==> config.mk <==
export PLATFORM = sky130hd
export DESIGN_NAME = fetch_controller_flat
export DESIGN_NICKNAME = d
export VERILOG_FILES = /design/src/rtl/core_pkg.sv /design/src/rtl/fetch_controller_if.sv /design/src/rtl/fetch_watchdog.sv /design/src/rtl/fetch_controller.sv /design/src/flat_wrapper.sv
export SDC_FILE = /design/constraint.sdc
export NUM_CORES = 1
export LEC_CHECK = 0
export BUFFER_PORTS_ARGS = -buffer_cell sky130_fd_sc_hd__buf_2
export CORE_MARGIN = 2
export CORE_UTILIZATION = 50
export DETAILED_ROUTE_END_ITERATION = 8
export MAX_ROUTING_LAYER = met4
export PLACE_DENSITY = 0.85
export SYNTH_ARGS = -nofsm -noshare
export SYNTH_HDL_FRONTEND = slang
export SYNTH_HIERARCHICAL = 1
export SYNTH_SLANG_ARGS = --single-unit
==> constraint.sdc <==
create_clock -name clk -period 6.5 [get_ports clk]
set_input_delay 0.65 -clock clk [delete_from_list [all_inputs] [get_ports clk]]
set_output_delay 0.65 -clock clk [all_outputs]
set_load 0.01 [all_outputs]
==> src/rtl/core_pkg.sv <==
// ============================================================================
// Module      : core_pkg
// Description : Shared encodings for the multicycle MIPS fetch path.
// Revision    : 1.0 - initial release
// ============================================================================
`default_nettype none

package core_pkg;

  typedef enum logic [2:0] {
    PC_SEQ    = 3'b000,
    PC_JUMP   = 3'b001,
    PC_REG    = 3'b010,
    PC_BRANCH = 3'b011,
    PC_HOLD   = 3'b100
  } pc_ctrl_e;

  localparam logic [1:0] RSEL_ILLEGAL = 2'b00;
  localparam logic [1:0] RSEL_JUMP    = 2'b01;
  localparam logic [1:0] RSEL_REG     = 2'b10;
  localparam logic [1:0] RSEL_BRANCH  = 2'b11;

  typedef enum logic [2:0] {
    ST_REQ   = 3'd0,
    ST_WAIT  = 3'd1,
    ST_DRAIN = 3'd2,
    ST_HOLD  = 3'd3,
    ST_ERROR = 3'd4
  } fetch_state_e;

  // The illegal select falls back to a plain jump.
  function automatic pc_ctrl_e redirect_pc_ctrl(input logic [1:0] sel);
    pc_ctrl_e r;
    case (sel)
      RSEL_REG:    r = PC_REG;
      RSEL_BRANCH: r = PC_BRANCH;
      default:     r = PC_JUMP;
    endcase
    return r;
  endfunction

endpackage

`default_nettype wire

==> src/rtl/fetch_controller_if.sv <==
// ============================================================================
// Module      : fetch_controller_if
// Description : Instruction-memory request/response bus of the fetch unit.
// Revision    : 1.0 - initial release
// ============================================================================
`default_nettype none

interface fetch_controller_if;
  logic        req_valid;
  logic        req_ready;
  logic [31:0] addr;
  logic        rsp_valid;
  logic [31:0] rsp_data;

  modport master (output req_valid, output addr, input req_ready, input rsp_valid, input rsp_data);
  modport slave  (input req_valid, input addr, output req_ready, output rsp_valid, output rsp_data);
endinterface

`default_nettype wire

==> src/rtl/fetch_watchdog.sv <==
// ============================================================================
// Module      : fetch_watchdog
// Description : Cycle counter flagging an overdue instruction-memory response.
// Revision    : 1.0 - initial release
// ============================================================================
`default_nettype none

module fetch_watchdog #(
  parameter int TIMEOUT_CYCLES = 64
) (
  input  wire logic clk,
  input  wire logic rst_n,
  input  wire logic start,
  input  wire logic clear,
  output logic      expired
);

  localparam int CW = (TIMEOUT_CYCLES > 1) ? $clog2(TIMEOUT_CYCLES) : 1;

  logic [CW-1:0] r_count;
  logic          r_running;

  always_ff @(posedge clk or negedge rst_n) begin
    if (!rst_n) begin
      r_count   <= '0;
      r_running <= 1'b0;
    end else if (start) begin
      r_count   <= '0;
      r_running <= 1'b1;
    end else if (clear) begin
      r_count   <= '0;
      r_running <= 1'b0;
    end else if (r_running) begin
      r_count   <= r_count + CW'(1);
    end
  end

  // Fires during the last allowed waiting cycle so the error registers on its edge.
  generate
    if (TIMEOUT_CYCLES == 0) begin : g_wd_off
      assign expired = 1'b0;
    end else begin : g_wd_on
      assign expired = r_running && (r_count == CW'(TIMEOUT_CYCLES - 1));
    end
  endgenerate

endmodule

`default_nettype wire

==> src/rtl/fetch_controller.sv <==
// ============================================================================
// Module      : fetch_controller
// Description : Single-outstanding fetch sequencer with PC redirect handling.
// Revision    : 1.0 - initial release
// ============================================================================
`default_nettype none

module fetch_controller
  import core_pkg::*;
#(
  parameter int TIMEOUT_CYCLES = 64,
  parameter int CNT_W          = 16
) (
  input  wire logic               clk,
  input  wire logic               rst_n,
  input  wire logic [31:0]        pc,
  output logic [2:0]              pc_control,
  fetch_controller_if.master      imem,
  output logic                    instr_valid,
  input  wire logic               instr_ready,
  output logic [31:0]             instr,
  output logic [31:0]             instr_pc,
  input  wire logic               redirect_valid,
  input  wire logic [1:0]         redirect_sel,
  output logic                    redirect_ack,
  output logic                    fetch_error,
  output logic [CNT_W-1:0]        fetch_count
);

  fetch_state_e     r_state;
  fetch_state_e     w_next;
  logic [31:0]      r_instr;
  logic [31:0]      r_instr_pc;
  logic [CNT_W-1:0] r_fetch_count;
  logic             r_fetch_error;
  logic             w_expired;
  logic             w_wait_now;
  logic             w_wait_next;
  logic             w_accept;
  logic             w_capture;
  logic             w_deliver;

  assign imem.addr   = pc;
  assign instr       = r_instr;
  assign instr_pc    = r_instr_pc;
  assign fetch_count = r_fetch_count;
  assign fetch_error = r_fetch_error;

  assign w_accept  = (r_state == ST_REQ)  && !redirect_valid && imem.req_ready;
  assign w_capture = (r_state == ST_WAIT) && !redirect_valid && imem.rsp_valid;
  assign w_deliver = (r_state == ST_HOLD) && !redirect_valid && instr_ready;

  assign w_wait_now  = (r_state == ST_WAIT) || (r_state == ST_DRAIN);
  assign w_wait_next = (w_next == ST_WAIT) || (w_next == ST_DRAIN);

  fetch_watchdog #(
    .TIMEOUT_CYCLES(TIMEOUT_CYCLES)
  ) u_watchdog (
    .clk    (clk),
    .rst_n  (rst_n),
    .start  (w_wait_next && (w_next != r_state)),
    .clear  (w_wait_now && !w_wait_next),
    .expired(w_expired)
  );

  always_ff @(posedge clk or negedge rst_n) begin
    if (!rst_n) begin
      r_state       <= ST_REQ;
      r_instr       <= '0;
      r_instr_pc    <= '0;
      r_fetch_count <= '0;
      r_fetch_error <= 1'b0;
    end else begin
      r_state <= w_next;
      if (w_accept)           r_instr_pc    <= pc;
      if (w_capture)          r_instr       <= imem.rsp_data;
      if (w_deliver)          r_fetch_count <= r_fetch_count + CNT_W'(1);
      if (w_next == ST_ERROR) r_fetch_error <= 1'b1;
    end
  end

  // A real response or redirect in the final waiting cycle wins over the timeout.
  always_comb begin
    w_next = r_state;
    case (r_state)
      ST_REQ: begin
        if (!redirect_valid && imem.req_ready) w_next = ST_WAIT;
      end
      ST_WAIT: begin
        if (redirect_valid)      w_next = imem.rsp_valid ? ST_REQ : ST_DRAIN;
        else if (imem.rsp_valid) w_next = ST_HOLD;
        else if (w_expired)      w_next = ST_ERROR;
      end
      ST_DRAIN: begin
        if (imem.rsp_valid)      w_next = ST_REQ;
        else if (w_expired)      w_next = ST_ERROR;
      end
      ST_HOLD: begin
        if (redirect_valid || instr_ready) w_next = ST_REQ;
      end
      ST_ERROR: w_next = ST_ERROR;
      default:  w_next = ST_ERROR;
    endcase
  end

  always_comb begin
    imem.req_valid = 1'b0;
    instr_valid    = 1'b0;
    redirect_ack   = 1'b0;
    pc_control     = PC_HOLD;
    if (rst_n) begin
      case (r_state)
        ST_REQ: begin
          imem.req_valid = !redirect_valid;
          if (redirect_valid) begin
            redirect_ack = 1'b1;
            pc_control   = redirect_pc_ctrl(redirect_sel);
          end else if (imem.req_ready) begin
            pc_control   = PC_SEQ;
          end
        end
        ST_WAIT: begin
          if (redirect_valid) begin
            redirect_ack = 1'b1;
            pc_control   = redirect_pc_ctrl(redirect_sel);
          end
        end
        ST_HOLD: begin
          instr_valid = !redirect_valid;
          if (redirect_valid) begin
            redirect_ack = 1'b1;
            pc_control   = redirect_pc_ctrl(redirect_sel);
          end
        end
        default: ;
      endcase
    end
  end

endmodule

`default_nettype wire

==> src/flat_wrapper.sv <==
// flat-port wrapper written by rule: the top's interface ports become plain ports
module fetch_controller_flat import core_pkg::*;
#(
  parameter int TIMEOUT_CYCLES = 64,
  parameter int CNT_W          = 16
)
  (clk, rst_n, pc, pc_control, instr_valid, instr_ready, instr, instr_pc, redirect_valid, redirect_sel, redirect_ack, fetch_error, fetch_count, imem_req_valid, imem_addr, imem_req_ready, imem_rsp_valid, imem_rsp_data);
  fetch_controller_if imem_i ();
  input  wire logic clk;
  input  wire logic rst_n;
  input  wire logic [31:0] pc;
  output logic [2:0] pc_control;
  output logic instr_valid;
  input  wire logic instr_ready;
  output logic [31:0] instr;
  output logic [31:0] instr_pc;
  input  wire logic redirect_valid;
  input  wire logic [1:0] redirect_sel;
  output logic redirect_ack;
  output logic fetch_error;
  output logic [CNT_W-1:0] fetch_count;
  output wire logic [$bits(imem_i.req_valid)-1:0] imem_req_valid;
  output wire logic [$bits(imem_i.addr)-1:0] imem_addr;
  input wire logic [$bits(imem_i.req_ready)-1:0] imem_req_ready;
  input wire logic [$bits(imem_i.rsp_valid)-1:0] imem_rsp_valid;
  input wire logic [$bits(imem_i.rsp_data)-1:0] imem_rsp_data;
  assign imem_req_valid = imem_i.req_valid;
  assign imem_addr = imem_i.addr;
  assign imem_i.req_ready = imem_req_ready;
  assign imem_i.rsp_valid = imem_rsp_valid;
  assign imem_i.rsp_data = imem_rsp_data;
  fetch_controller #(.TIMEOUT_CYCLES(TIMEOUT_CYCLES), .CNT_W(CNT_W)) u_core (.clk(clk), .rst_n(rst_n), .pc(pc), .pc_control(pc_control), .imem(imem_i), .instr_valid(instr_valid), .instr_ready(instr_ready), .instr(instr), .instr_pc(instr_pc), .redirect_valid(redirect_valid), .redirect_sel(redirect_sel), .redirect_ack(redirect_ack), .fetch_error(fetch_error), .fetch_count(fetch_count));
endmodule
==> impl_summary.md, run 1 <==
Final layout
At the end of the flow the core is filled with cells to 64.9%. After routing the design area is 0.00504 sq mm. The final net count is 541. The fraction of final layout cells with drive strength greater than 1 is 52.3%. The most common library cell in the layout ignoring fill and taps is sky130_fd_sc_hd__buf_2. Leaving out fill and tap cells, the most frequent cells in the layout are sky130_fd_sc_hd__buf_2, sky130_fd_sc_hd__dfrtp_1, sky130_fd_sc_hd__mux2_2. The number of non-filler instances in the completed layout is 575. From synthesis to final layout, the design area changed by 25.5%.

Critical path
STA classifies the critical path startpoint as a register. The category of the most critical setup path is register to register. For the worst setup path, the data arrival time is 3230 ps. The kind of end point of the critical path is a register. Data on the critical path is required at its endpoint by 6730 ps.

The maximum fanout encountered on the critical timing path is 33.

Floorplanning
The die covers 0.00877 sq mm. The floorplan step defined a core boundary enclosing 0.00777 sq mm. In this run the count of I/O pins placed on the die edge is 191.

The initialized floorplan defines 32 standard-cell rows. The die is 93.6 um wide. The die height is 93.6 um. For this configuration, the core starts out at a cell density of 51.7%.

Run
The number of max-cap violations is 0.

Power
In this run the power density over the cells is 380 mW/mm^2. IR analysis of the VDD net gives a maximum drop of 0.186 mV. Per report_power, the combinational group accounts for 32.4% of the total. The proportion of total power due to net switching is 31.9%. In this run the static leakage power is 2.67 nW. The net switching component of the power is 0.612 mW. The cell internal power dissipation is 1.31 mW. The final total power is 1.92 mW. In this run, flip-flops and latches consume 46.2% of the power. The clock share of power is 21.4%.

Timing
The worst-margin pin slew is 1020 ps. Setup repair after global routing left no endpoint under its margin. In the final timing run, aggregate negative setup slack is 0 ps. On the final layout, the worst hold slack is 234 ps. The routed design could run at a clock period as short as 3000 ps. The fmax is 333 MHz.

For the final database, setup skew stands at 9.73 ps. The hold violation total from the final report is 0. Headroom to the max-slew limit came out at 31.6%. Dividing the final minimum period by the clock period gives 46.2%. After layout, the worst setup slack is 3500 ps.

The final setup violation count is 0. The number of pins exceeding their max-slew limit in the final report is 0.

GRT
Global routing consumed, over all layers together, 18.3% of the routing resources. The number of antenna violations at the first check in global routing came to 1. The pin count of the biggest net entering global routing is 62. The wire length of the first global-routing pass is 12200 um. Summed over all layers, the global routing overflow is 0.

The via count of the first global-routing pass came to 2656.

Clocking
The TritonCTS clock tree is built. The cts-stage hold buffer count is 0. The cell sitting at the root of the clock tree is a sky130_fd_sc_hd__clkbuf_8.

In this run the deepest clock path goes through 2 buffers. The number of gates resized after CTS was 0. The insertion delay of the later-clocked pin in the worst-skew pair is 350 ps.

The number of clock buffers added by TritonCTS is 9. Post-CTS timing repair inserted 0 buffers for setup. CTS saw 91 sinks. After clock tree synthesis, the clock-pin slew on the worst setup and hold paths is 90 ps. The H-tree level count is 3.

Synth
The number of flops mapped to enable cells by yosys is 0. For this run, asynchronously set or reset flops after synthesis account for 100%. Sorting the synthesized cells by area gives the leading types as sky130_fd_sc_hd__dfrtp_1, sky130_fd_sc_hd__mux2_2, sky130_fd_sc_hd__mux2_1. The number of synthesized register bits is 91. The post-synth design cell area is 0.00402 sq mm. When the netlist entered floorplanning its net count stood at 380. The biggest area contributor in the post-synthesis netlist is sky130_fd_sc_hd__dfrtp_1. The register area share after synthesis is 56.7%. The number of instances in the synthesized netlist is 306. The Yosys step of the flow raised 6 warnings. The fraction of post-synthesis cell area in the top cell type by area is 56.7%. Among all flip-flop cells after synthesis, the most frequent one is sky130_fd_sc_hd__dfrtp_1. Counting distinct cell types in the post-synthesis netlist gives 42.

In this run the mean area of a mapped cell was 13.1 sq um.

Route
The detailed-router iteration count before antenna repair is 4. Using the TritonRoute via totals, the vias-per-cell ratio works out to 4.90. The first-iteration detailed-routing DRC count is 81.

The number of DRC violations after detailed routing is 0. After detailed routing, the average wire length per cell comes to 13.9 um. The antenna violation net count after detailed routing is 0. Detailed routing inserted a total of 2816 vias. The wire length after detailed routing is 8000 um.

Placement
The count of placed standard cells including taps is 558. The detailed placement HPWL is 6050 um. In this run the cell area measured after placement is 0.00482 sq mm.

The count of input and output buffers is 190. At the end of routability-driven placement, the weighted congestion stood at 0.858. At the placement stage, the worst setup path has a slack of 3520 ps.

Status
The flow ran to the end, and the final reports show no timing, DRC or antenna violations.

Worst hold path
The path category of the worst min-delay check is primary input to asynchronous set/reset pin.
-- flip-flops by register name (all words and copies together), names as in the netlist --
| register | count |
|---|---|
| u_core/r_state | 3 |
| u_core/u_watchdog/r_count | 6 |
| u_core/instr | 32 |
| u_core/instr_pc | 32 |
| u_core/fetch_error | 1 |
| u_core/fetch_count | 16 |
| u_core/u_watchdog/r_running | 1 |
-- worst max-delay path, stage by stage, from the launching register on --
cell                        delay, ps
sky130_fd_sc_hd__dfrtp_1          440
sky130_fd_sc_hd__ha_1             250
sky130_fd_sc_hd__nand3_1           80
sky130_fd_sc_hd__nor2_1            70
sky130_fd_sc_hd__or4b_1           540
sky130_fd_sc_hd__a2bb2oi_1        200
sky130_fd_sc_hd__a21oi_4          800
sky130_fd_sc_hd__o21a_1           250
sky130_fd_sc_hd__or2_2            180
sky130_fd_sc_hd__nor2_1            60
-- metal layers --
layer / track usage, % / part of all wire [%]
met1: 22.3 / 41
met2: 30.0 / 50
met3: 4.92 / 7.5
met4: 5.43 / 1.1
met5: - / 0
-- cells in the mapped netlist (2+ instances only) --
cell type,instances
sky130_fd_sc_hd__ha_1,2
sky130_fd_sc_hd__and3_1,2
sky130_fd_sc_hd__and2_1,3
sky130_fd_sc_hd__a21oi_1,3
sky130_fd_sc_hd__inv_1,4
sky130_fd_sc_hd__nor3_1,4
sky130_fd_sc_hd__a21o_1,2
sky130_fd_sc_hd__nor2_1,12
sky130_fd_sc_hd__nand3_1,4
sky130_fd_sc_hd__nand4_1,5
sky130_fd_sc_hd__clkbuf_1,6
sky130_fd_sc_hd__or2_2,2
sky130_fd_sc_hd__dfrtp_1,91
sky130_fd_sc_hd__xnor2_1,4
sky130_fd_sc_hd__o21ai_0,4
sky130_fd_sc_hd__nand2_1,17
sky130_fd_sc_hd__nand2b_1,2
sky130_fd_sc_hd__mux2_1,32
sky130_fd_sc_hd__nor4_1,3
sky130_fd_sc_hd__xor2_1,16
sky130_fd_sc_hd__buf_4,35
sky130_fd_sc_hd__mux2_2,33
-- worst paths after layout --
| check | startpoint | end | slack (ps) | cells after the start |
|---|---|---|---|---|
| max | u_core/u_watchdog/r_count[0]$_DFFE_PN0P_ | u_core/u_watchdog/r_count[2]$_DFFE_PN0P_ | 3500 | 9 |
| min | rst_n | u_core/instr[1]$_DFFE_PN0P_ | 230 | 1 |
| max reg2reg | u_core/u_watchdog/r_count[0]$_DFFE_PN0P_ | u_core/u_watchdog/r_count[2]$_DFFE_PN0P_ | 3500 | 9 |
| min reg2reg | u_core/fetch_count[15]$_DFFE_PN0P_ | u_core/fetch_count[15]$_DFFE_PN0P_ | 480 | 1 |
| max in group asynchronous | rst_n | u_core/instr_pc[1]$_DFFE_PN0P_ | 5160 | 2 |
| min in group clk | u_core/fetch_count[15]$_DFFE_PN0P_ | u_core/fetch_count[15]$_DFFE_PN0P_ | 480 | 1 |
-- kinds of logic (layout without fill, tap and decap cells) --
kind of cell             Yosys count  in the layout  share of synthesized area (%)
XOR/XNOR                          20             20                           4.36
flip-flops                        91             91                           56.7
adder cells (fa/ha/maj)            2              2                          0.623
buffers and inverters             46            212                           7.76
AND/OR/NAND/NOR                   67             67                           9.75
other                              0              1                              0
AO/OA/AOI/OAI                     14             14                           2.34
multiplexers                      66             66                           18.5
-- power by group through the flow --
stage	Clock, mW	Sequential, mW	Combinational, mW
after global routing	0.446	0.913	0.680
final	0.410	0.885	0.622
after detailed placement	0	0.898	0.632
after global placement	0	0.886	0.610
after floorplan	0	0.977	0.274
after CTS	0.423	0.887	0.633
-- cell type report --
| type | instances | area (sq um) |
|---|---|---|
| diodes | 1 | 2.50 |
| clock buffers | 10 | 128 |
| clock inverters | 6 | 88.8 |
| fillers | 613 | 2730 |
| inverters | 4 | 15.0 |
| multi-input cells | 169 | 1440 |
| flip-flops and latches | 91 | 2280 |
| well taps | 102 | 128 |
| repair buffers | 192 | 968 |
Power figures use the tool's default switching activity.
==> run 2, diff against run 1 <==
--- a/config.mk
+++ b/config.mk
@@ -7,10 +7,10 @@
 export LEC_CHECK = 0
 export BUFFER_PORTS_ARGS = -buffer_cell sky130_fd_sc_hd__buf_2
 export CORE_MARGIN = 2
-export CORE_UTILIZATION = 50
+export CORE_UTILIZATION = 42
 export DETAILED_ROUTE_END_ITERATION = 8
 export MAX_ROUTING_LAYER = met4
-export PLACE_DENSITY = 0.85
+export PLACE_DENSITY = 0.76
 export SYNTH_ARGS = -nofsm -noshare
 export SYNTH_HDL_FRONTEND = slang
 export SYNTH_HIERARCHICAL = 1
==> constraint.sdc (replaced) <==
create_clock -name clk -period 2.45 [get_ports clk]
set_input_delay 0.245 -clock clk [delete_from_list [all_inputs] [get_ports clk]]
set_output_delay 0.245 -clock clk [all_outputs]
set_load 0.01 [all_outputs]
==> run 2 against run 1 <==
  * Register-to-register slack worse by 3400 ps
  * Global-route usage fell by 2.8 points
  * Hold slack got worse by 120 ps
  * Cell area is 3.7% higher
  * Core utilization down 8.3 points
  * Total power rose to 2.7 times the previous value
  * Sequential cell count stayed put
  * First-iteration DRC count fell by 14%
  * Clock skew grew 3.8 ps
  * Critical path type unchanged
  * Critical endpoint is now u_core/instr[11]$_DFFE_PN0P_
  * Largest cell class unchanged
==> impl_summary.md, run 2 (synthesis gave the netlist of run 1 again) <==
Clocking
The total setup buffers inserted after CTS is 0 (unchanged). The clock-pin slew reported for the worst setup and hold paths after clock tree synthesis is 90 ps (about the same). The insertion delay of the later-clocked pin in the worst-skew pair was 350 ps (about the same).

The number of clock sinks came to 91 (unchanged). The number of buffers inserted during clock tree synthesis is 9 (unchanged). The H-tree level count is 3 (unchanged). The cell sitting at the root of the clock tree is a sky130_fd_sc_hd__clkbuf_8. TritonCTS built the clock tree. The number of buffers on the longest clock path is 2 (unchanged).

Power
The part of the total power dissipated in combinational logic is 34.3% (+1.9 points). The peak supply drop was 0.514 mV (+180%). The net switching component of the power was 1.65 mW (+170%). The proportion of total power due to net switching is 32.1% (+0.23 points).

The cell internal power dissipation is 3.49 mW (+170%). The final total power is 5.14 mW (+170%). The sequential group share of total power is 45.3% (-0.9 points). The clock share of power is 20.4% (-1.0 points). The leakage power summed over all cells is 2.74 nW (+2.7%). The power per cell area was 983 mW/mm^2 (+160%).

Route
The average wire per standard cell was 13.7 um (-1.3%). The detailed-router iteration count before antenna repair was 4 (unchanged). The first-iteration detailed-routing DRC count is 70 (-14%). The average vias per placed instance came to 4.76 (-2.8%). The antenna violation net count after detailed routing was 0 (unchanged). The vias after detailed routing came to 2903 (+3.1%). The number of DRC violations after detailed routing is 0 (unchanged). The wire length after detailed routing is 8380 um (+4.7%).

Timing
The setup total negative slack was 0 ps (unchanged). The final setup violation count is 0 (unchanged). The clock tree skew after final layout was 13.5 ps (+3.81 ps). The worst-margin pin slew came to 796 ps (-227 ps). The final clock period utilization by the worst path is 95.4% (+49 points). The final critical path time including I/O delays and setup is 2340 ps (-666 ps). Setup repair after global routing left no endpoint under its margin. The number of pins exceeding their max-slew limit in the final report was 0 (unchanged).

The worst slew margin relative to its limit was 46.9% (+15 points). The fmax came to 428 MHz (+28%). The hold violation total from the final report is 0 (unchanged).

Floorplanning
The die height is 102 um (+8.7%). The floorplan core area came to 0.00924 sq mm (+19%). The starting utilization of the core area is 43.5% (-8.2 points).

The top-level port count was 191 (unchanged). The die width came to 102 um (+8.7%). The die footprint is 0.0104 sq mm (+18%). The number of rows in the core area is 35 (+9.4%).

Critical path
STA classifies the critical path startpoint as a register. The required time at the endpoint of the critical path is 2680 ps (-4050 ps). By startpoint and endpoint, the worst setup path is classified as register to register. The data arrival time at the worst-slack endpoint is 2560 ps (-670 ps).

The kind of end point of the critical path is a register. The maximum fanout encountered on the critical timing path is 8 (-76%).

Placement
The count of placed standard cells including taps is 590 (+5.7%). The final RePlAce weighted congestion came to 0.799 (-6.9%). The detailed placement HPWL is 6110 um (+1.1%). The count of input and output buffers was 190 (unchanged).

GRT
The pin count of the biggest net entering global routing is 67 (+8.1%). The total track usage came to 15.5% (-2.8 points). The number of antenna violations at the first check in global routing is 0 (-1). The via count of the first global-routing pass is 2807 (+5.7%). The aggregate global routing overflow is 0 (unchanged). The wire length of the first global-routing pass is 12400 um (+1.4%).

Final layout
The fill cell total of the finished layout came to 822 (+34%). In the layout the commonest cells are sky130_fd_sc_hd__buf_2, sky130_fd_sc_hd__dfrtp_1, sky130_fd_sc_hd__mux2_2. The fraction of final layout cells with drive strength greater than 1 is 54.5% (+2.1 points). Leaving out fill and tap cells, the most frequent cell in the layout is sky130_fd_sc_hd__buf_2. The layout overhead on the synthesized area is 30.2%. The final net count came to 550 (+1.7%). The number of antenna repair diodes is 0 (-1). The sequential cell area is 0.00228 sq mm (unchanged). The combined area of the multi-input logic cells is 0.00147 sq mm (+2.6%).

The number of non-filler instances in the completed layout is 610 (+6.1%).

Run
The number of max-cap violations was 0 (unchanged).

Status
The flow ran to the end, and the final reports show no timing, DRC or antenna violations.

Worst hold path
The tightest min-delay check is of the primary input to register type.
## run 2: cell types whose count changed in the layout (fill, tap and decap cells not counted), moves of 2 or more
cell                         delta
sky130_fd_sc_hd__clkinvlp_4     -2
sky130_fd_sc_hd__buf_4          +4
sky130_fd_sc_hd__clkinv_4       +3
sky130_fd_sc_hd__clkbuf_8       +2
sky130_fd_sc_hd__clkbuf_16      +2
## run 2: worst paths after layout
| check | from | end | slack, ps | cells past startpoint |
|---|---|---|---|---|
| max | u_core/u_watchdog/r_count[0]$_DFFE_PN0P_ | u_core/instr[11]$_DFFE_PN0P_ | 110 | 8 |
| min | imem_rsp_data[12] | u_core/instr[12]$_DFFE_PN0P_ | 110 | 2 |
| max reg2reg | u_core/u_watchdog/r_count[0]$_DFFE_PN0P_ | u_core/instr[11]$_DFFE_PN0P_ | 110 | 8 |
| min reg2reg | u_core/fetch_error$_DFFE_PN0N_ | u_core/fetch_error$_DFFE_PN0N_ | 480 | 1 |
| max in group asynchronous | rst_n | u_core/instr_pc[3]$_DFFE_PN0P_ | 1120 | 3 |
| min in group asynchronous | rst_n | u_core/fetch_count[11]$_DFFE_PN0P_ | 280 | 2 |
## run 2: power groups by stage
stage                     clock [mW]  combinational, mW  sequential (mW)
final                           1.05               1.76             2.33
after floorplan                    0              0.729             2.59
after CTS                       1.10               1.74             2.33
after global placement             0               1.69             2.33
after global routing            1.18               1.93             2.40
after detailed placement           0               1.74             2.36
## run 2: final cells by class
| cell class | count | share of cell area (%) |
|---|---|---|
| clock buffer | 11 | 2.90 |
| inverter | 4 | 0.287 |
| timing repair buffer | 201 | 20.8 |
| tap | 129 | 3.09 |
| clock inverter | 5 | 1.17 |
| multi-input combinational | 169 | 28.2 |
| sequential | 91 | 43.6 |
## run 2: layer usage
metal	vias to the layer above	wire length (um)	share of wire [%]	track usage, %
met2	102	4290	51	26.9
met3	10	516	6.2	3.45
met1	1429	3490	42	17.5
li1	1362	-	-	-
met5	-	0	0	-
met4	0	85	1.0	5.72
## run 2: timing repair
item | 4_1_cts | 5_1_grt
hold buffers | 1 | 0
resized for setup | 0 | 8
endpoints found under the hold margin | 10 | 0
setup endpoints to repair | 0 | 7
## run 2: stage by stage
step	setup slack [ps]	area (sq um)	hold WS (ps)	util (%)
after detailed placement	76.3	4910	116	53.1
final	113	5230	111	56.6
after global routing	21.8	5230	85.4	56.6
after CTS	51.7	5130	87.5	55.5
after global placement	130	4910	109	53.1
after floorplan	44.0	4020	-50.6	-
## run 2: worst max-delay path, stage by stage, from the launching register on
cell and delay (ps):
sky130_fd_sc_hd__dfrtp_1 390, sky130_fd_sc_hd__ha_2 200, sky130_fd_sc_hd__nand3_2 60, sky130_fd_sc_hd__nor2_2 50
sky130_fd_sc_hd__or4b_4 530, sky130_fd_sc_hd__a2bb2oi_4 170, sky130_fd_sc_hd__a21oi_4 270, sky130_fd_sc_hd__clkbuf_16 220
sky130_fd_sc_hd__mux2_1 310
